===== config.mk =====
export PLATFORM = sky130hd
export DESIGN_NAME = mul_rr_arbiter_flat
export DESIGN_NICKNAME = d
export VERILOG_FILES = /design/src/rtl/mul_rr_arbiter_pkg.sv /design/src/rtl/mul_rr_arbiter_if.sv /design/src/rtl/mul_rr_arbiter_rr_pick.sv /design/src/rtl/mul_rr_arbiter.sv /design/src/flat_wrapper.sv
export SDC_FILE = /design/constraint.sdc
export NUM_CORES = 1
export LEC_CHECK = 0
export CORE_MARGIN = 5
export CORE_UTILIZATION = 42
export DETAILED_ROUTE_END_ITERATION = 16
export DONT_BUFFER_PORTS = 1
export PLACE_DENSITY_LB_ADDON = 0.1
export SETUP_SLACK_MARGIN = 0.2
export SLEW_MARGIN = 20
export SYNTH_ARGS = -nofsm -noshare
export SYNTH_HDL_FRONTEND = slang
export SYNTH_HIERARCHICAL = 1
export SYNTH_SLANG_ARGS = --single-unit

===== constraint.sdc =====
create_clock -name clk -period 2.61 [get_ports clk]
set_input_delay 0.261 -clock clk [delete_from_list [all_inputs] [get_ports clk]]
set_output_delay 0.261 -clock clk [all_outputs]
set_load 0.01 [all_outputs]

===== src/rtl/mul_rr_arbiter_pkg.sv =====
// Shared types, default widths and helpers for the round-robin multiplier arbiter.
package mul_arb_pkg;

    typedef enum logic [1:0] {
        IDLE = 2'd0,
        MUL  = 2'd1,
        RESP = 2'd2
    } state_t;

    localparam int NREQ_DEF  = 4;
    localparam int W_DEF     = 4;
    localparam int CNT_W_DEF = 16;

    // Requester index width; a single requester still needs one bit.
    function automatic int id_w(input int nreq);
        return (nreq < 2) ? 1 : $clog2(nreq);
    endfunction

endpackage


===== src/rtl/mul_rr_arbiter_if.sv =====
// Request and response channels between the datapath lanes and the shared multiplier.
interface mul_arb_if #(
    parameter int NREQ = mul_arb_pkg::NREQ_DEF,
    parameter int W    = mul_arb_pkg::W_DEF
) ();
    import mul_arb_pkg::*;

    localparam int ID_W = id_w(NREQ);

    // Valid/ready: a transfer happens on a rising edge where both are high. A source
    // holds valid and its payload stable until that edge; ready may depend on valid.
    logic [NREQ-1:0]   req_valid;
    logic [NREQ-1:0]   req_ready;
    logic [NREQ*W-1:0] req_a;
    logic [NREQ*W-1:0] req_b;
    logic              rsp_valid;
    logic              rsp_ready;
    logic [ID_W-1:0]   rsp_id;
    logic [2*W-1:0]    rsp_data;

    modport master (
        output req_valid, req_a, req_b, rsp_ready,
        input  req_ready, rsp_valid, rsp_id, rsp_data
    );

    modport slave (
        input  req_valid, req_a, req_b, rsp_ready,
        output req_ready, rsp_valid, rsp_id, rsp_data
    );

endinterface


===== src/rtl/mul_rr_arbiter_rr_pick.sv =====
// Combinational round-robin picker: first set request scanning from ptr, wrapping modulo NREQ.
module rr_pick
    import mul_arb_pkg::*;
#(
    parameter int  NREQ = NREQ_DEF,
    localparam int ID_W = id_w(NREQ)
) (
    input  logic [NREQ-1:0] i_req,
    input  logic [ID_W-1:0] i_ptr,
    output logic            o_any_grant,
    output logic [ID_W-1:0] o_grant_idx,
    output logic [NREQ-1:0] o_grant
);

    logic [ID_W:0]   w_base;
    logic [ID_W:0]   w_sum;
    logic [ID_W-1:0] w_cand;

    always_comb begin
        o_any_grant = 1'b0;
        o_grant_idx = '0;
        o_grant     = '0;
        w_sum       = '0;
        w_cand      = '0;
        // An out-of-range pointer restarts the scan at 0 so no index >= NREQ is ever produced.
        w_base = ({1'b0, i_ptr} >= (ID_W+1)'(NREQ)) ? '0 : {1'b0, i_ptr};
        // Scan farthest-first so the closest requester to the pointer wins the last write.
        for (int k = NREQ - 1; k >= 0; k--) begin
            w_sum = w_base + (ID_W+1)'(k);
            if (w_sum >= (ID_W+1)'(NREQ)) begin
                w_sum = w_sum - (ID_W+1)'(NREQ);
            end
            w_cand = w_sum[ID_W-1:0];
            if (i_req[w_cand]) begin
                o_any_grant = 1'b1;
                o_grant_idx = w_cand;
            end
        end
        if (o_any_grant) begin
            o_grant[o_grant_idx] = 1'b1;
        end
    end

endmodule


===== src/rtl/mul_rr_arbiter.sv =====
// Time-shares one WxW unsigned multiplier among NREQ requesters with round-robin
// arbitration; one operation in flight, result returned with the requester index.
module mul_rr_arbiter
    import mul_arb_pkg::*;
#(
    parameter int  NREQ  = NREQ_DEF,
    parameter int  W     = W_DEF,
    parameter int  CNT_W = CNT_W_DEF,
    localparam int ID_W  = id_w(NREQ)
) (
    input  logic             clk,
    input  logic             rst,
    mul_arb_if.slave         bus,
    output logic             busy,
    output logic [CNT_W-1:0] op_count,
    output state_t           o_dbg_state,
    output logic [ID_W-1:0]  o_dbg_rr_ptr
);

    state_t           r_state;
    state_t           w_next;
    logic [W-1:0]     r_a;
    logic [W-1:0]     r_b;
    logic [ID_W-1:0]  r_id;
    logic [ID_W-1:0]  r_rr_ptr;
    logic             r_rsp_valid;
    logic [ID_W-1:0]  r_rsp_id;
    logic [2*W-1:0]   r_rsp_data;
    logic [CNT_W-1:0] r_op_count;

    logic             w_any;
    logic [ID_W-1:0]  w_idx;
    logic [NREQ-1:0]  w_grant;
    logic             w_accept;
    logic             w_done;
    logic [W-1:0]     w_a;
    logic [W-1:0]     w_b;
    logic [ID_W-1:0]  w_ptr_nxt;

    rr_pick #(.NREQ(NREQ)) u_pick (
        .i_req       (bus.req_valid),
        .i_ptr       (r_rr_ptr),
        .o_any_grant (w_any),
        .o_grant_idx (w_idx),
        .o_grant     (w_grant)
    );

    always_comb begin
        w_next   = r_state;
        w_accept = 1'b0;
        w_done   = 1'b0;
        case (r_state)
            IDLE: begin
                if (w_any) begin
                    w_accept = 1'b1;
                    w_next   = MUL;
                end
            end
            MUL: w_next = RESP;
            RESP: begin
                if (r_rsp_valid && bus.rsp_ready) begin
                    w_done = 1'b1;
                    w_next = IDLE;
                end
            end
            default: w_next = IDLE;
        endcase
    end

    // Operand select driven by the one-hot grant keeps every slice base constant.
    always_comb begin
        w_a = '0;
        w_b = '0;
        for (int i = 0; i < NREQ; i++) begin
            if (w_grant[i]) begin
                w_a = w_a | bus.req_a[i*W +: W];
                w_b = w_b | bus.req_b[i*W +: W];
            end
        end
    end

    assign w_ptr_nxt = (r_id == ID_W'(NREQ - 1)) ? '0 : r_id + 1'b1;

    always_ff @(posedge clk) begin
        if (rst) begin
            r_state     <= IDLE;
            r_a         <= '0;
            r_b         <= '0;
            r_id        <= '0;
            r_rr_ptr    <= '0;
            r_rsp_valid <= 1'b0;
            r_rsp_id    <= '0;
            r_rsp_data  <= '0;
            r_op_count  <= '0;
        end else begin
            r_state <= w_next;
            if (w_accept) begin
                r_a  <= w_a;
                r_b  <= w_b;
                r_id <= w_idx;
            end
            if (r_state == MUL) begin
                r_rsp_data  <= {{W{1'b0}}, r_a} * {{W{1'b0}}, r_b};
                r_rsp_id    <= r_id;
                r_rsp_valid <= 1'b1;
            end
            // Pointer moves only on completion, so fairness is measured in finished work.
            if (w_done) begin
                r_rsp_valid <= 1'b0;
                r_rr_ptr    <= w_ptr_nxt;
                r_op_count  <= r_op_count + 1'b1;
            end
        end
    end

    assign bus.req_ready = w_accept ? w_grant : '0;
    assign bus.rsp_valid = r_rsp_valid;
    assign bus.rsp_id    = r_rsp_id;
    assign bus.rsp_data  = r_rsp_data;
    assign busy          = (r_state != IDLE);
    assign op_count      = r_op_count;
    assign o_dbg_state   = r_state;
    assign o_dbg_rr_ptr  = r_rr_ptr;

endmodule


===== src/flat_wrapper.sv =====
// flat-port wrapper written by rule: the top's interface ports become plain ports
module mul_rr_arbiter_flat import mul_arb_pkg::*;
#(
    parameter int  NREQ  = NREQ_DEF,
    parameter int  W     = W_DEF,
    parameter int  CNT_W = CNT_W_DEF,
    localparam int ID_W  = id_w(NREQ)
)
  (clk, rst, busy, op_count, o_dbg_state, o_dbg_rr_ptr, bus_req_valid, bus_req_a, bus_req_b, bus_rsp_ready, bus_req_ready, bus_rsp_valid, bus_rsp_id, bus_rsp_data);
  mul_arb_if #(.NREQ(NREQ), .W(W)) bus_i ();
  input  logic clk;
  input  logic rst;
  output logic busy;
  output logic [CNT_W-1:0] op_count;
  output state_t o_dbg_state;
  output logic [ID_W-1:0] o_dbg_rr_ptr;
  input wire logic [$bits(bus_i.req_valid)-1:0] bus_req_valid;
  input wire logic [$bits(bus_i.req_a)-1:0] bus_req_a;
  input wire logic [$bits(bus_i.req_b)-1:0] bus_req_b;
  input wire logic [$bits(bus_i.rsp_ready)-1:0] bus_rsp_ready;
  output wire logic [$bits(bus_i.req_ready)-1:0] bus_req_ready;
  output wire logic [$bits(bus_i.rsp_valid)-1:0] bus_rsp_valid;
  output wire logic [$bits(bus_i.rsp_id)-1:0] bus_rsp_id;
  output wire logic [$bits(bus_i.rsp_data)-1:0] bus_rsp_data;
  assign bus_i.req_valid = bus_req_valid;
  assign bus_i.req_a = bus_req_a;
  assign bus_i.req_b = bus_req_b;
  assign bus_i.rsp_ready = bus_rsp_ready;
  assign bus_req_ready = bus_i.req_ready;
  assign bus_rsp_valid = bus_i.rsp_valid;
  assign bus_rsp_id = bus_i.rsp_id;
  assign bus_rsp_data = bus_i.rsp_data;
  mul_rr_arbiter #(.NREQ(NREQ), .W(W), .CNT_W(CNT_W)) u_core (.clk(clk), .rst(rst), .bus(bus_i), .busy(busy), .op_count(op_count), .o_dbg_state(o_dbg_state), .o_dbg_rr_ptr(o_dbg_rr_ptr));
endmodule

======== Yosys cells after proc, flatten, opt, wreduce, memory -nomap -nowiden ========
Cells that the tools add are included.
operators by class
  add/sub/neg operators ................... 9
  multiply operators ...................... 1
  order comparisons ....................... 10
  equality and inequality tests ........... 5
  muxes and demuxes ....................... 40
  bitwise operators ....................... 6
  reduce and logical (&&, ||, !) cells .... 6
operators with widths
  cell                                                                                  count
  4-bit two-way mux                                                                     10
  4-bit OR                                                                              6
  2-bit two-way mux                                                                     11
  16-bit by 1-bit adder with 16-bit output (second input constant)                      1
  2-bit by 3-bit < comparator with 1-bit output (second input constant)                 5
  1-bit two-way mux                                                                     13
  3-bit greater-or-equal comparator (second input constant)                             3
  1-bit binary-select mux with 2-bit select                                             4
  4-bit by 4-bit multiplier with 8-bit output                                           1
  2-bit by 1-bit subtractor with 2-bit output (second input constant)                   4
  2-bit by 2-bit adder with 3-bit output (second input constant)                        2
  2-bit one-hot mux with 3 select lines                                                 1
  2-bit == test (second input constant)                                                 2
  2-bit by 1-bit adder with 3-bit output (second input constant)                        1
  2-bit by 3-bit greater-or-equal comparator with 1-bit output (second input constant)  1
  2-bit by 1-bit adder with 2-bit output (second input constant)                        1
  1-bit demux with 2-bit select                                                         1
  2-bit by 1-bit == test with 1-bit output (second input constant)                      1
  2-bit by 1-bit greater-or-equal comparator with 1-bit output (second input constant)  1
  1-bit logical AND                                                                     2
  2-bit zero test                                                                       1
  2-bit by 1-bit inequality test with 1-bit output (second input constant)              1
  2-bit inequality test (second input constant)                                         1
  2-bit AND reduction                                                                   1
  other kinds (2)                                                                       2
storage, ports and cells
  bits in registers ....................... 41
  input port bits ......................... 39
  output and inout port bits .............. 36
  logic and storage cells ................. 86

======== Depth between registers and ports, before layout ========
  word-level depth ........................ 21
  gate-level depth with buffers ........... 9
  mapped depth without buffers ............ 9

======== Cells and area by module ========
The synthesis kept the hierarchy.
modules (own cells, without submodules)
  module          times used  cells each  area an instance (µm²)  sequential area each (µm²)
  mul_rr_arbiter  1           261         2205.9                  820.8
  rr_pick         1           33          211.5                   0.0

======== Worst setup path after synthesis ========
OpenSTA, ideal clock, no wires.
  path kind ............................... flip-flop to flip-flop
  from .................................... reg u_core.r_a[0]
  to ...................................... reg u_core.r_rsp_data[6], in the netlist u_core/bus.rsp_data[6]
  setup time .............................. 0.120 ns
  data arrival time ....................... 2.443 ns
  data required time ...................... 2.490 ns
  setup slack ............................. 0.047 ns
  stages on the path, launching flop included .. 10
  cell sequence ........................... dfxtp_1 -> nand2_1 -> fa_1 -> inv_1 -> fa_1 -> fa_1 -> a21o_1 -> a21oi_1 -> or4_1 -> nand3_1
between the ends
  word-level cells in the longest chain between the ends .. 1
ends and longest elaborated chain
  item                                         line                   source
  start: declaration                           mul_rr_arbiter.sv:22   logic [W-1:0] r_a;
  start signal: assignment                     mul_rr_arbiter.sv:98   r_a <= w_a;
  4-bit by 4-bit multiplier with 8-bit output  mul_rr_arbiter.sv:103  r_rsp_data <= {{W{1'b0}}, r_a} * {{W{1'b0}}, r_b};
  end signal: assignment                       mul_rr_arbiter.sv:103
  end: declaration                             mul_rr_arbiter.sv:28   logic [2*W-1:0] r_rsp_data;
Every way passes these cells.
A chain may end at the register's enable or synchronous reset.

======== Final worst setup path ========
Same ends and word-level chain as after synthesis.

==> metrics.txt <==
First-pass DRT Iterations 4; GR Util met2 0.263; clock share of power 0.299; FILL cells 560; Hold Fails Final Rpt 0; Mapped Cells 294; max-cap violations 0; vias in the first global route about 2000; Logic pwr share 0.174; hpwl dp 4500 um; port buffer count 0; Worst-path clk slew 0.08 ns; Synth warnings 6; vias per cell approximately 5.8; Crit Path Category flop to flop; internal power between 0.9 and 1 mW; max-slew violation count 0; outcome completed; clk buf depth 2; Final nets 346; post-synthesis cell type count 49; cell row count 27; final WL 6090 um; gr busiest metal met2; antenna cell count 0; gpl congestion 0.783; Max Clock Freq 0.409 GHz; Synth Flop Type dfxtp_1; fin cells 361; Post-synth top cells 41 x dfxtp_1, 28 x nand2_1, 21 x a21oi_1; placed cells 351; initial antenna violation count 0; most frequent cell after synthesis dfxtp_1; gr ovfl total 0; Slew headroom 0.644; Top Ports 75; antenna violation net count after detailed routing 0; clk sinks 41; CTS tree built; Overall Global Routing Usage 0.168; maximum VDD drop 0.190 mV; RSZ-0062 raised after global routing true; crit path time final about 2.4 ns; static leakage 0.964 nW; DRC viols 0; Sw Share 0.291; register share of total power 0.527; Psw 0.391 mW; WL/cell ~17 um; endpoints failing setup 0; Power Density 516 nW/um^2; Worst Max-Slew Pin Slew 0.533 ns; die area 7370 um^2; kind of end point of the critical path flop; area grow syn2layout 7.71%; Avg Cell Area, Syn 8.22 um^2; Detailed Route Iter0 Violations 122; Cell Area, Synth roughly 2400 um^2; ys async rst share 0; die width 85.9 um; worst-skew pair later-pin latency 0.29 ns; CTS root buf clkbuf_8; Final Skew 0.00536 ns; top cell type by total area after synthesis dfxtp_1; die height 85.9 um; pin count of the biggest net entering global routing 37; Worst EP arrival 2.63 ns; share of cells above drive strength 1 0.118; Post-synth EDFFs 0; post-synth top area share 0.340; nature of the critical path startpoint flop; setup TNS 0 ns; met1 Use GR 0.216; # H-tree levels 2; first-pass GRT wire length 10000 um; Final Cycle Share 0.937; met3 Use GR 0.0509; Area contributors post-synth dfxtp_1 34%, ha_1 7.2%, a22oi_1 5.0%; CP Max Fanout 2; HP Class primary input to flop; Critical Path RT 2.79 ns; initial core utilization 0.436; CTS Buf Count 5; Yosys reg bits 41; core area between 5000 and 6000 um^2; post-synthesis sequential area ratio 0.340; DR vias slightly above 2000; net count after synthesis ~350
-- critical path, cell delays in order (launching register included) --
cell and delay, ns:
dfxtp_2 0.34, nand2_2 0.06, fa_1 0.53, inv_1 0.05, fa_1 0.48, fa_2 0.36, a21o_1 0.20, a21oi_2 0.14
or4_1 0.12, nand3_1 0.05
-- layer usage --
layer	share of wire	wire length, um
met1	0.45	2720
met2	0.46	2810
met3	0.070	424
met4	0.021	128
met5	0	0
-- final cells by class --
cell class | count | area (um^2) | share of cell area
multi-input cells | 220 | 1490 | 0.573
flip-flops and latches | 41 | 828 | 0.318
well taps | 72 | 90.1 | 0.0346
clock buffers | 6 | 72.6 | 0.0279
repair buffers | 9 | 67.6 | 0.0259
inverters | 12 | 45.0 | 0.0173
clock inverters | 1 | 8.76 | 0.00336
-- power by group through the flow --
stage | combinational, mW | sequential (mW) | clock [mW]
CTS | 0.231 | 0.708 | 0.420
finish | 0.234 | 0.707 | 0.402
global placement | 0.212 | 0.718 | 0
global route | 0.269 | 0.715 | 0.446
floorplan | 0.176 | 0.705 | 0
detailed placement | 0.213 | 0.720 | 0
-- stage by stage --
step                      instance area (um^2)  power, mW  hold slack (ns)   util  setup WS [ns]
after floorplan                           2420      0.881            0.448      -          0.210
after global placement                    2460      0.930            0.335  0.443          0.125
after detailed placement                  2460      0.933            0.337  0.443        0.00577
after CTS                                 2590       1.36           0.0149  0.467          0.124
after global routing                      2600       1.43          0.00852  0.470         0.0542
final                                     2600       1.34           0.0274  0.470          0.164
-- flip-flops by register name, summed over array words and instances, names as in the netlist --
register / flops
u_core/bus.rsp_data: 8
u_core/bus.rsp_id: 2
u_core/bus.rsp_valid: 1
u_core/o_dbg_rr_ptr: 2
u_core/o_dbg_state: 2
u_core/op_count: 16
u_core/r_a: 4
u_core/r_b: 4
u_core/r_id: 2
-- final timing paths --
check / startpoint / cells after the start / endpoint / slack [ns]
max: u_core/r_a[0] / 9 / u_core/bus.rsp_data[6] / 0.16
min: rst / 1 / u_core/bus.rsp_data[3] / 0.03
max reg2reg: u_core/r_a[0] / 9 / u_core/bus.rsp_data[6] / 0.16
min reg2reg: u_core/r_id[1] / 2 / u_core/bus.rsp_id[1] / 0.48
-- cells by family (layout without fill, tap and decap cells) --
family / count (synthesis) / after routing / synth area share
DFF: 41 / 41 / 0.340
buffers and inverters: 33 / 28 / 0.0611
muxes: 3 / 3 / 0.0124
AOI/OAI and AO/OA: 79 / 79 / 0.209
and+or+nand+nor: 109 / 109 / 0.233
xor gates and xnor gates: 11 / 11 / 0.0399
adders and majority gates: 18 / 18 / 0.106
-- placed cells by master, fill, tap and decap left out, types with 4 or more instances in the layout --
cell type / n
nand2_1: 26
nand3_1: 11
clkbuf_8: 5
dfxtp_1: 35
or4_1: 4
a22oi_1: 16
a31oi_1: 10
buf_4: 9
and2_1: 17
a21oi_1: 19
nand4_1: 4
ha_1: 11
o21ai_0: 13
nor2_1: 20
dfxtp_2: 6
inv_1: 12
xnor2_1: 8
nor3_1: 7
-- what timing repair did --
action                                  4_1_cts  5_1_grt
hold buffers                                  0        0
resized for setup                            12        2
pin swaps                                     7        9
endpoints found under the setup margin        3        4
setup buffers                                 3        0
Note: power is estimated with default switching activity, not from simulation.
